===== config.mk =====
export PLATFORM = sky130hd
export DESIGN_NAME = retire_trace_packer_flat
export DESIGN_NICKNAME = d
export VERILOG_FILES = /design/src/rtl/retire_trace_packer_if.sv /design/src/rtl/retire_trace_packer.sv /design/src/flat_wrapper.sv
export SDC_FILE = /design/constraint.sdc
export NUM_CORES = 1
export LEC_CHECK = 0
export CAP_MARGIN = 20
export CORE_ASPECT_RATIO = 1.75
export CORE_MARGIN = 5
export CORE_UTILIZATION = 32
export CTS_CLUSTER_SIZE = 12
export DETAILED_ROUTE_END_ITERATION = 12
export SYNTH_ARGS = -nofsm -noshare
export SYNTH_HDL_FRONTEND = slang
export SYNTH_SLANG_ARGS = --single-unit

===== constraint.sdc =====
create_clock -name clk -period 15.7 [get_ports clk]
set_input_delay 1.57 -clock clk [delete_from_list [all_inputs] [get_ports clk]]
set_output_delay 1.57 -clock clk [all_outputs]
set_load 0.02 [all_outputs]

===== src/rtl/retire_trace_packer_if.sv =====
// retire_trace_packer_if: retirement capture inputs plus the outgoing byte stream.
// The master modport is the packer's view; slave is the core/sink side.
interface retire_trace_packer_if;
    logic        retire_valid;
    logic [31:0] retire_pc;
    logic [31:0] retire_instr;
    logic        retire_reg_write;
    logic [4:0]  retire_rd;
    logic [31:0] retire_data;
    logic        m_valid;
    logic        m_ready;
    logic [7:0]  m_data;
    logic        m_last;
    modport master (
        input  retire_valid, retire_pc, retire_instr, retire_reg_write, retire_rd, retire_data, m_ready,
        output m_valid, m_data, m_last
    );
    modport slave (
        output retire_valid, retire_pc, retire_instr, retire_reg_write, retire_rd, retire_data, m_ready,
        input  m_valid, m_data, m_last
    );
endinterface


===== src/rtl/retire_trace_packer.sv =====
// retire_trace_packer: FIFOs retired instructions and serialises each into a byte packet.
// TRACE_COMPRESS_EN shortens packets of non-writing instructions to 10 bytes.
module retire_trace_packer #(
    parameter int         DEPTH  = 8,
    parameter int         ADDR_W = 3,
    parameter logic [7:0] HEADER = 8'hA5
) (
    input  logic                  clk,
    input  logic                  reset,
    retire_trace_packer_if.master bus,
    output logic [ADDR_W:0]       fifo_level,
    output logic [15:0]           overflow_count
);
    typedef struct packed {
        logic [31:0] pc;
        logic [31:0] instr;
        logic [31:0] data;
        logic [4:0]  rd;
        logic        reg_write;
    } rec_t;
    typedef enum logic {IDLE, SEND} state_t;

    state_t            state, state_n;
    rec_t              mem [DEPTH];
    rec_t              pkt;
    logic [ADDR_W-1:0] wr_ptr, rd_ptr;
    logic [3:0]        idx, last_idx;
    logic              drop_pending, pkt_drop, empty, full, hs, done, pop, push, drop;
    logic [7:0]        bytes [16];

    assign empty       = fifo_level == '0;
    assign full        = fifo_level == (ADDR_W+1)'(DEPTH);
    assign bus.m_valid = state == SEND;
    assign hs          = bus.m_valid && bus.m_ready;
    assign push        = bus.retire_valid && (!full || pop);
    assign drop        = bus.retire_valid && !push;
`ifdef TRACE_COMPRESS_EN
    assign last_idx = pkt.reg_write ? 4'd13 : 4'd9;
`else
    assign last_idx = 4'd13;
`endif

    // Finishing a packet and sitting idle both hand the FIFO head straight to the packet register.
    always_comb begin
        done    = state == IDLE || (hs && idx == last_idx);
        pop     = done && !empty;
        state_n = done ? (empty ? IDLE : SEND) : state;
    end

    always_ff @(posedge clk) begin
        if (!reset) state <= IDLE;
        else        state <= state_n;
    end

    always_comb begin
        bytes    = '{default: 8'h00};
        bytes[0] = HEADER + {7'd0, pkt_drop};
        bytes[1] = {pkt.reg_write, 2'b00, pkt.rd};
        {bytes[2], bytes[3], bytes[4], bytes[5]}     = pkt.pc;
        {bytes[6], bytes[7], bytes[8], bytes[9]}     = pkt.instr;
        {bytes[10], bytes[11], bytes[12], bytes[13]} = pkt.data;
    end

    assign bus.m_data = bus.m_valid ? bytes[idx] : 8'h00;
    assign bus.m_last = bus.m_valid && idx == last_idx;

    always_ff @(posedge clk) begin
        if (push) mem[wr_ptr] <= '{bus.retire_pc, bus.retire_instr, bus.retire_data, bus.retire_rd, bus.retire_reg_write};
        if (pop)  pkt <= mem[rd_ptr];
    end

    always_ff @(posedge clk) begin
        if (!reset) begin
            wr_ptr         <= '0;
            rd_ptr         <= '0;
            fifo_level     <= '0;
            overflow_count <= '0;
            drop_pending   <= 1'b0;
            pkt_drop       <= 1'b0;
            idx            <= '0;
        end else begin
            if (push) wr_ptr <= wr_ptr + 1'b1;
            if (pop) begin
                rd_ptr   <= rd_ptr + 1'b1;
                idx      <= '0;
                pkt_drop <= drop_pending;
            end else if (hs) begin
                idx <= idx + 4'd1;
            end
            fifo_level   <= fifo_level + (ADDR_W+1)'(push) - (ADDR_W+1)'(pop);
            // A drop coinciding with a load is charged to the following packet.
            drop_pending <= pop ? drop : (drop_pending | drop);
            if (drop && overflow_count != 16'hFFFF) overflow_count <= overflow_count + 16'd1;
        end
    end
endmodule


===== src/flat_wrapper.sv =====
// flat-port wrapper written by rule: the top's interface ports become plain ports
module retire_trace_packer_flat 
#(
    parameter int         DEPTH  = 8,
    parameter int         ADDR_W = 3,
    parameter logic [7:0] HEADER = 8'hA5
)
  (clk, reset, fifo_level, overflow_count, bus_retire_valid, bus_retire_pc, bus_retire_instr, bus_retire_reg_write, bus_retire_rd, bus_retire_data, bus_m_ready, bus_m_valid, bus_m_data, bus_m_last);
  retire_trace_packer_if bus_i ();
  input  logic clk;
  input  logic reset;
  output logic [ADDR_W:0] fifo_level;
  output logic [15:0] overflow_count;
  input wire logic [$bits(bus_i.retire_valid)-1:0] bus_retire_valid;
  input wire logic [$bits(bus_i.retire_pc)-1:0] bus_retire_pc;
  input wire logic [$bits(bus_i.retire_instr)-1:0] bus_retire_instr;
  input wire logic [$bits(bus_i.retire_reg_write)-1:0] bus_retire_reg_write;
  input wire logic [$bits(bus_i.retire_rd)-1:0] bus_retire_rd;
  input wire logic [$bits(bus_i.retire_data)-1:0] bus_retire_data;
  input wire logic [$bits(bus_i.m_ready)-1:0] bus_m_ready;
  output wire logic [$bits(bus_i.m_valid)-1:0] bus_m_valid;
  output wire logic [$bits(bus_i.m_data)-1:0] bus_m_data;
  output wire logic [$bits(bus_i.m_last)-1:0] bus_m_last;
  assign bus_i.retire_valid = bus_retire_valid;
  assign bus_i.retire_pc = bus_retire_pc;
  assign bus_i.retire_instr = bus_retire_instr;
  assign bus_i.retire_reg_write = bus_retire_reg_write;
  assign bus_i.retire_rd = bus_retire_rd;
  assign bus_i.retire_data = bus_retire_data;
  assign bus_i.m_ready = bus_m_ready;
  assign bus_m_valid = bus_i.m_valid;
  assign bus_m_data = bus_i.m_data;
  assign bus_m_last = bus_i.m_last;
  retire_trace_packer #(.DEPTH(DEPTH), .ADDR_W(ADDR_W), .HEADER(HEADER)) u_core (.clk(clk), .reset(reset), .bus(bus_i), .fifo_level(fifo_level), .overflow_count(overflow_count));
endmodule

==> flow_summary_export.csv, run 1 <==
group,metric,value,unit
setup_path,cpPeakStageDelay,0.91,ns
cts,cts_tree,"built",
sta,final-hold-violation-count,0,
layout,layout-drive-gt1-share,27.4,%
drt,vias,15900,
sta,worstMarginPinSlew,1.15,ns
layout,final_common_cell,"edfxtp_1",
sta,max_freq,198,MHz
floorplanning,die-area,121000,sq um
synthesis,ys_ff_latch,951,
synthesis,ys_top_cells_by_area,"edfxtp_1, mux4_2, mux2_2, dfxtp_1, buf_6",
cts,cts-resized-gates,0,
cts,postCtsHoldBufs,0,
floorplanning,fp-row-count,163,
synthesis,synthesis.nets,1691,
drt,avgRoutedWirePerCell,24.8,um
layout,final_cell_mix,"edfxtp_1, mux4_2, clkdlybuf4s50_1",
cts,cts.clk_slew.worst_paths,0.05,ns
power,leakagePower,12.7,nW
cts,cts_buffers,90,
global_route,grt_pass1_wl,119000,um
layout,regArea,28200,sq um
layout,multiInputGateArea,7680,sq um
job,cap_violations,0,
setup_path,end_kind,"output pin",
global_route,overflow,0,
place,gp_congestion,0.746,
floorplanning,start_util,32.2,%
power,powerDensity,155,nW/um^2
synthesis,synth_edf_count,918,
power,p_total,6.49,mW
sta,finalCritPeriodShare,32.2,%
synthesis,ys_seq_area_share,77.5,%
setup_path,slowest_stage,"dfxtp_2",
synthesis,syn_inst,1573,
sta,setup_viol,0,
global_route,grt_pass1_vias,17300,
cts,cts.sinks,951,
synthesis,synth_ff_type,"edfxtp_1",
sta,period_needed,5.05,ns
drt,avgViaCountPerCell,4.86,
layout,area_delta_synth_final,15.2,%
drt,drt-initial-drc-count,1192,
drt,dr.pass1.iters,5,
layout,fillers,10200,
sta,maxSlewHeadroom,23.4,%
drt,drc,0,
drt,routed_wl,81100,um
sta,finalSetupTns,0,ns
setup_path,cp_cell_sequence,"inv_1 > nor2_1 > a22oi_1 > o21ai_1 > o211a_1 > clkdlybuf4s50_1",
sta,rsz0062_at_grt,"no",
floorplanning,die_w,265,um
power,peakVddDrop,85.3,uV
synthesis,yosys.area.top_type,"edfxtp_1",
synthesis,ys_types,53,
synthesis,postSynth.asyncResetShare,0,%
cts,htree_levels,3,
sta,fin_skew,0.0195,ns
cts,clk-insertion-delay-late,0.66,ns
setup_path,crit_fanout,28,
hold_path,hp-class,"reg -> reg",
floorplanning,die_y,456,um
sta,drv_slew,0,
global_route,antenna_found_initial,25,
floorplanning,placeableCoreArea,113000,sq um
status,status,"finished clean",
synthesis,synth_top_area_share,75.7,%
setup_path,crit_path_start_kind,"flip-flop",
global_route,grt_max_degree,103,
synthesis,syn-cell-area,36400,sq um
layout,fin_nets,1868,
setup_path,crit_type,"reg -> out",
floorplanning,io_pins,136,
drt,postRouteAntennaNets,0,
synthesis,avgSynthCellArea,23.2,sq um
place,dp_hpwl,49600,um
setup_path,worstPathArrival,3.48,ns
setup_path,r2r_setup_slack,11.05,ns
cts,clk_root_buffer_cell,"clkbuf_16",
synthesis,yosys_warnings,0,
cts,cts_buffer_depth,3,
place,numPortBuffers,135,
setup_path,critical_path_required,14.13,ns
global_route,gr-usage-all-layers,13.3,%
cts,cts_setup_buffers,0,
==> cell type report <==
class	instances	share of cell area (%)
multi-input combinational	523	18.3
clock buffer	109	5.69
tap	1485	4.43
timing repair buffer	163	3.80
inverter	21	0.188
clock inverter	8	0.239
sequential	951	67.3
antenna	10	0.0596
==> state kept, by name (all words and copies together) (netlist names) <==
register               cells
u_core.idx                 4
u_core.fifo_level          4
u_core.bytes             102
u_core.drop_pending        1
u_core.overflow_count     16
u_core.rd_ptr              3
u_core.mem               816
u_core.bus.m_valid         1
u_core.pkt_drop            1
u_core.wr_ptr              3
==> routing by layer <==
| layer | global-route usage (%) | wire length [um] |
|---|---|---|
| met1 | 15.3 | 30500 |
| met2 | 24.0 | 43700 |
| met3 | 3.35 | 4510 |
| met4 | 4.49 | 2240 |
| met5 | 0 | 103 |
==> cell families (layout without fill, tap and decap cells) <==
| family | after synthesis | count (layout) | share of synthesized area [%] |
|---|---|---|---|
| xor gates and xnor gates | 20 | 20 | 0.481 |
| and+or+nand+nor | 104 | 104 | 1.77 |
| AOI/OAI and AO/OA | 43 | 43 | 0.866 |
| buffers and inverters | 99 | 301 | 1.58 |
| other | 0 | 10 | 0 |
| DFF | 951 | 951 | 77.5 |
| adders and majority gates | 12 | 12 | 0.433 |
| muxes | 344 | 344 | 17.4 |
==> through the flow <==
| stage | cells | instance area [sq um] | hold WS, ns | util (%) | setup WS (ns) |
|---|---|---|---|---|---|
| floorplan | 1573 | 36400 | 0.425 | - | 3.08 |
| global placement | 3142 | 39400 | 0.446 | 34.9 | 10.04 |
| detailed placement | 3143 | 39400 | 0.448 | 34.9 | 9.98 |
| CTS | 3260 | 41900 | 0.459 | 37.1 | 10.53 |
| global route | 3262 | 41900 | 0.494 | 37.1 | 10.40 |
| finish | 3270 | 42000 | 0.451 | 37.1 | 10.65 |
==> synth_stat cells (5+ instances only) <==
master / count
edfxtp_1: 918
mux4_2: 220
mux2_2: 105
dfxtp_1: 33
nor2_1: 30
buf_6: 23
clkbuf_1: 22
nand2_1: 21
mux2i_1: 19
buf_2: 17
inv_1: 17
xnor2_1: 16
buf_1: 13
ha_1: 11
a21oi_1: 7
nor4_2: 7
o221ai_1: 7
nand2b_1: 6
nand3_1: 6
nand4_1: 6
nor3_1: 6
and4_1: 5
o21ai_1: 5
==> report_power, final <==
part           switching [mW]  internal (mW)
clock network           0.867           1.08
registers               0.146           3.14
logic                   0.651          0.610
total                    1.66           4.83
==> critical path: cells and delay by family (launching register included) <==
family / cells / cell delay, ns
AOI/OAI and AO/OA: 3 / 0.64
buffers and inverters: 2 / 0.90
and+or+nand+nor: 1 / 0.37
DFF: 1 / 0.91
==> worst paths after layout <==
path,start,end,depth (start not counted)
setup reg to reg,u_core.idx[0],u_core.mem[6][95],10
hold / removal,u_core.drop_pending,u_core.drop_pending,2
setup / recovery,u_core.idx[1],bus_m_data[4],6
hold reg to reg,u_core.drop_pending,u_core.drop_pending,2
(Power assumes the default switching activity.)
==> run 2, diff against run 1 <==
- clock period: 15.7 -> 5 ns (I/O delays scaled with it)
==> flow_summary_export.csv, run 2 (synthesized netlist as in run 1, its figures left out) <==
group,metric,value,unit
place,gp_congestion,0.755,
drt,drc,0,
layout,multiInputGateArea,7730,sq um
sta,final-hold-violation-count,0,
layout,regArea,28200,sq um
setup_path,r2r_setup_slack,1.62,ns
sta,worstMarginPinSlew,1.10,ns
cts,cts-resized-gates,0,
drt,dr.pass1.iters,5,
drt,top_layer,"met5",
floorplanning,io_pins,136,
global_route,overflow,0,
setup_path,reg2regPathDepth,8,
layout,area_delta_synth_final,15.6,%
drt,avgViaCountPerCell,4.86,
global_route,grt_max_degree,103,
drt,met3_length,4670,um
layout,final_cells,3263,
drt,routed_wl,80100,um
hold_path,hp-start,"u_core.drop_pending",
floorplanning,die_w,265,um
layout,fin_nets,1863,
setup_path,crit_fanout,22,
cts,clk-insertion-delay-late,0.65,ns
sta,finalCritPeriodShare,79.8,%
layout,layout-drive-gt1-share,27.5,%
layout,final_cell_mix,"edfxtp_1, mux4_2, clkdlybuf4s50_1",
floorplanning,die_y,456,um
place,numPortBuffers,135,
floorplanning,die-area,121000,sq um
global_route,gr-usage-all-layers,13.1,%
layout,final_area,42100,sq um
drt,avgRoutedWirePerCell,24.5,um
drt,vias,15900,
cts,cts_setup_buffers,0,
drt,dr_wl_met2,42100,um
sta,fin_skew,0.0235,ns
cts,htree_levels,3,
sta,setup_viol,0,
place,dp_hpwl,46600,um
setup_path,critical_path_required,4.50,ns
floorplanning,fp-row-count,163,
sta,worst_slack,1.01,ns
place,dp_cells,3138,
setup_path,crit_type,"reg -> out",
cts,clk_root_buffer_cell,"clkbuf_16",
floorplanning,placeableCoreArea,113000,sq um
cts,cts.clk_slew.worst_paths,0.06,ns
sta,period_needed,3.99,ns
cts,cts_buffers,90,
drt,drt-initial-drc-count,1176,
setup_path,rr_endpoint,"u_core.rd_ptr[2]",
cts,cts_tree,"built",
power,powerDensity,485,nW/um^2
hold_path,hold_path_end,"u_core.drop_pending",
setup_path,crit_path_start_kind,"flip-flop",
power,peakVddDrop,308,uV
hold_path,hp-class,"reg -> reg",
cts,cts.sinks,951,
global_route,grt_pass1_wl,119000,um
floorplanning,start_util,32.2,%
drt,wl_met1,30800,um
cts,cts_buffer_depth,3,
layout,final_util,37.3,%
layout,top_register,"u_core.mem",
setup_path,rr_startpoint,"u_core.idx[0]",
sta,rsz0062_at_grt,"no",
setup_path,worstPathArrival,3.49,ns
sta,drv_slew,0,
sta,hold_slack,0.484,ns
global_route,grt_pass1_vias,17100,
hold_path,whs_path_depth,2,
layout,final_common_cell,"edfxtp_1",
sta,maxSlewHeadroom,26.9,%
place,pre_cts_ws,1.45,ns
power,p_total,20.4,mW
cts,postCtsHoldBufs,0,
power,leakagePower,12.7,nW
drt,postRouteAntennaNets,0,
global_route,antenna_found_initial,26,
job,cap_violations,0,
layout,fillers,10200,
setup_path,end_kind,"output pin",
sta,finalSetupTns,0,ns
status,status,"finished clean",
sta,max_freq,251,MHz
place,place_area,39600,sq um
layout,largest_register_ffs,816,
[run 2: cell types whose count changed in the layout (fill, tap and decap cells not counted), moves of 2 or more]
cell	previous run	this run
buf_4	26	8
buf_12	1	15
nor3_2	4	0
nor3_4	1	5
clkbuf_2	0	2
dfxtp_1	28	26
diode_2	10	8
inv_16	2	0
[run 2: worst max-delay path by stage]
stage | startpoint | end | slack, ns | depth (start not counted)
2_1_floorplan | u_core.fifo_level[2] | u_core.mem[7][0] | -1.29 | 9
3_3_place_gp | bus_m_ready | u_core.rd_ptr[2] | 1.61 | 8
3_5_place_dp | bus_m_ready | u_core.rd_ptr[2] | 1.45 | 8
4_1_cts | u_core.idx[0] | bus_m_data[2] | 0.92 | 7
5_1_grt | u_core.idx[0] | bus_m_data[2] | 0.82 | 7
6_report | u_core.idx[0] | bus_m_data[2] | 1.01 | 7
[run 2: critical path, stage by stage (launching register included)]
cell,delay [ns]
dfxtp_2,0.80
buf_4,0.36
mux4_2,0.26
inv_1,0.04
o221ai_1,0.16
nand2_1,0.08
nor2_1,0.41
clkdlybuf4s50_1,0.71
[run 2: final cells by class]
type / count / share of cell area, %
Sequential cell: 951 / 67.1
Multi-Input combinational cell: 523 / 18.4
Clock buffer: 112 / 5.71
Tap cell: 1485 / 4.41
Timing Repair Buffer: 158 / 4.07
Inverter: 21 / 0.193
Clock inverter: 5 / 0.0892
Antenna cell: 8 / 0.0476
[run 2: report_power, final]
| part | switching [mW] | internal, mW |
|---|---|---|
| logic | 2.06 | 1.95 |
| registers | 0.498 | 9.87 |
| clock network | 2.70 | 3.33 |
[run 2: routing by layer]
layer  vias to the layer above  GRT usage (%)
met5                         -              0
met4                        24           4.39
met3                       127           3.68
met2                       381           22.9
met1                      8430           15.7
li1                       6911              -
==> run 3, diff against run 2 <==
- clock period: 5 -> 3.36 ns (I/O delays scaled with it)
==> flow_summary_export.csv, run 3 (synthesized netlist as in run 1, its figures left out) <==
group,metric,value,unit
cts,cts.sinks,951,
sta,worstMarginPinSlew,0.738,ns
hold_path,hp-class,"in -> reg",
setup_path,crit_type,"reg -> out",
sta,fin_skew,0.0341,ns
cts,cts_buffers,91,
setup_path,slowest_stage,"clkdlybuf4s50_1",
global_route,antenna_found_initial,28,
layout,final_cell_mix,"edfxtp_1, mux4_2, clkdlybuf4s50_1",
sta,hold_slack,0.404,ns
sta,finalCritPeriodShare,97.0,%
floorplanning,io_pins,136,
setup_path,end_kind,"output pin",
sta,max_freq,307,MHz
power,leakagePower,13.0,nW
cts,cts.clk_slew.worst_paths,0.07,ns
setup_path,crit_path_start_kind,"flip-flop",
cts,cts_tree,"built",
sta,maxSlewHeadroom,50.8,%
drt,vias,16300,
layout,fin_nets,1898,
layout,final_common_cell,"edfxtp_1",
floorplanning,placeableCoreArea,113000,sq um
setup_path,cp_cell_sequence,"mux4_2 > a211o_1 > and3_1 > clkdlybuf4s50_1",
floorplanning,fp-row-count,163,
setup_path,crit_fanout,12,
cts,clk-insertion-delay-late,0.68,ns
cts,clk_root_buffer_cell,"clkbuf_16",
power,powerDensity,724,nW/um^2
floorplanning,die_w,265,um
layout,top_register,"u_core.mem",
layout,final_util,37.9,%
global_route,grt_pass1_wl,123000,um
global_route,grt_max_degree,121,
drt,drc,0,
global_route,gr-usage-all-layers,13.6,%
floorplanning,start_util,32.2,%
cts,cts_buffer_depth,3,
sta,rsz0062_at_grt,"no",
layout,largest_register_ffs,816,
layout,final_cells,3296,
drt,dr.pass1.iters,5,
layout,area_delta_synth_final,17.4,%
layout,layout-drive-gt1-share,29.6,%
setup_path,worstPathArrival,2.92,ns
drt,routed_wl,83300,um
place,gp_congestion,0.824,
sta,period_needed,3.26,ns
drt,avgRoutedWirePerCell,25.3,um
sta,drv_slew,0,
status,status,"finished clean",
floorplanning,die_y,456,um
power,peakVddDrop,650,uV
global_route,overflow,0,
job,cap_violations,0,
cts,htree_levels,3,
floorplanning,die-area,121000,sq um
global_route,grt_pass1_vias,17500,
setup_path,cpPeakStageDelay,0.56,ns
place,dp_cells,3170,
drt,postRouteAntennaNets,0,
cts,postCtsHoldBufs,0,
place,dp_hpwl,51500,um
setup_path,critical_path_required,3.02,ns
sta,setup_viol,0,
sta,final-hold-violation-count,0,
drt,avgViaCountPerCell,4.95,
place,numPortBuffers,135,
drt,drt-initial-drc-count,1133,
-- run 3: cell types whose count changed in the layout (fill, tap and decap cells not counted), moves of 3 or more --
| cell | before | now |
|---|---|---|
| bufinv_16 | 0 | 3 |
| buf_4 | 8 | 22 |
| clkbuf_1 | 16 | 10 |
| buf_12 | 15 | 36 |
| dfxtp_2 | 3 | 0 |
| dfxtp_4 | 4 | 7 |
| clkinv_2 | 0 | 3 |
-- run 3: path summary, 6_finish.rpt --
kind,start,cells past startpoint,to,slack (ns)
max,u_core.idx[0],4,bus_m_data[5],0.1
min,bus_retire_data[14],1,u_core.mem[0][20],0.40
max reg2reg,u_core.idx[0],9,u_core.mem[6][66],0.58
min reg2reg,u_core.drop_pending,2,u_core.drop_pending,0.45
-- run 3: timing repair --
item,in CTS,in global routing
gates resized for setup,5,0
endpoints found under the setup margin,6,0
buffers inserted,2,0
-- run 3: layer usage --
layer	vias to the layer above	share of wire (%)	global-route usage [%]
met4	18	2.7	4.35
li1	6983	-	-
met1	8747	38	16.1
met5	-	0.13	0
met2	437	54	24.5
met3	135	5.4	3.13
-- run 3: where the power goes --
group / internal [mW] / switching, mW
Sequential: 14.7 / 0.628
Combinational: 3.07 / 3.24
Clock: 5.18 / 4.19
-- run 3: stage by stage --
stage | cell area, sq um | setup slack, ns | setup TNS, ns | power [mW]
4_1_cts | 42800 | 0.00751 | 0 | 31.5
3_3_place_gp | 40200 | 0.421 | 0 | 22.0
5_1_grt | 42800 | 0.0102 | 0 | 32.2
2_1_floorplan | 36600 | -1.57 | -463.83 | 19.6
6_report | 42800 | 0.0997 | 0 | 31.0
3_5_place_dp | 40200 | 0.425 | 0 | 22.0
-- run 3: cell type report --
cell class / instances / area, sq um
sequential: 951 / 28300
antenna: 7 / 17.5
tap: 1485 / 1860
timing repair buffer: 192 / 2230
inverter: 21 / 81.3
fill: 10100 / 70200
multi-input combinational: 523 / 7760
clock buffer: 103 / 2350
clock inverter: 14 / 224
-- run 3: worst max-delay path: cells and delay by family (launching register included) --
family / cells / cell delay (ns)
multiplexers: 1 / 0.55
AO/OA/AOI/OAI: 1 / 0.39
AND/OR/NAND/NOR: 1 / 0.27
buffers and inverters: 1 / 0.56
flip-flops: 1 / 0.48
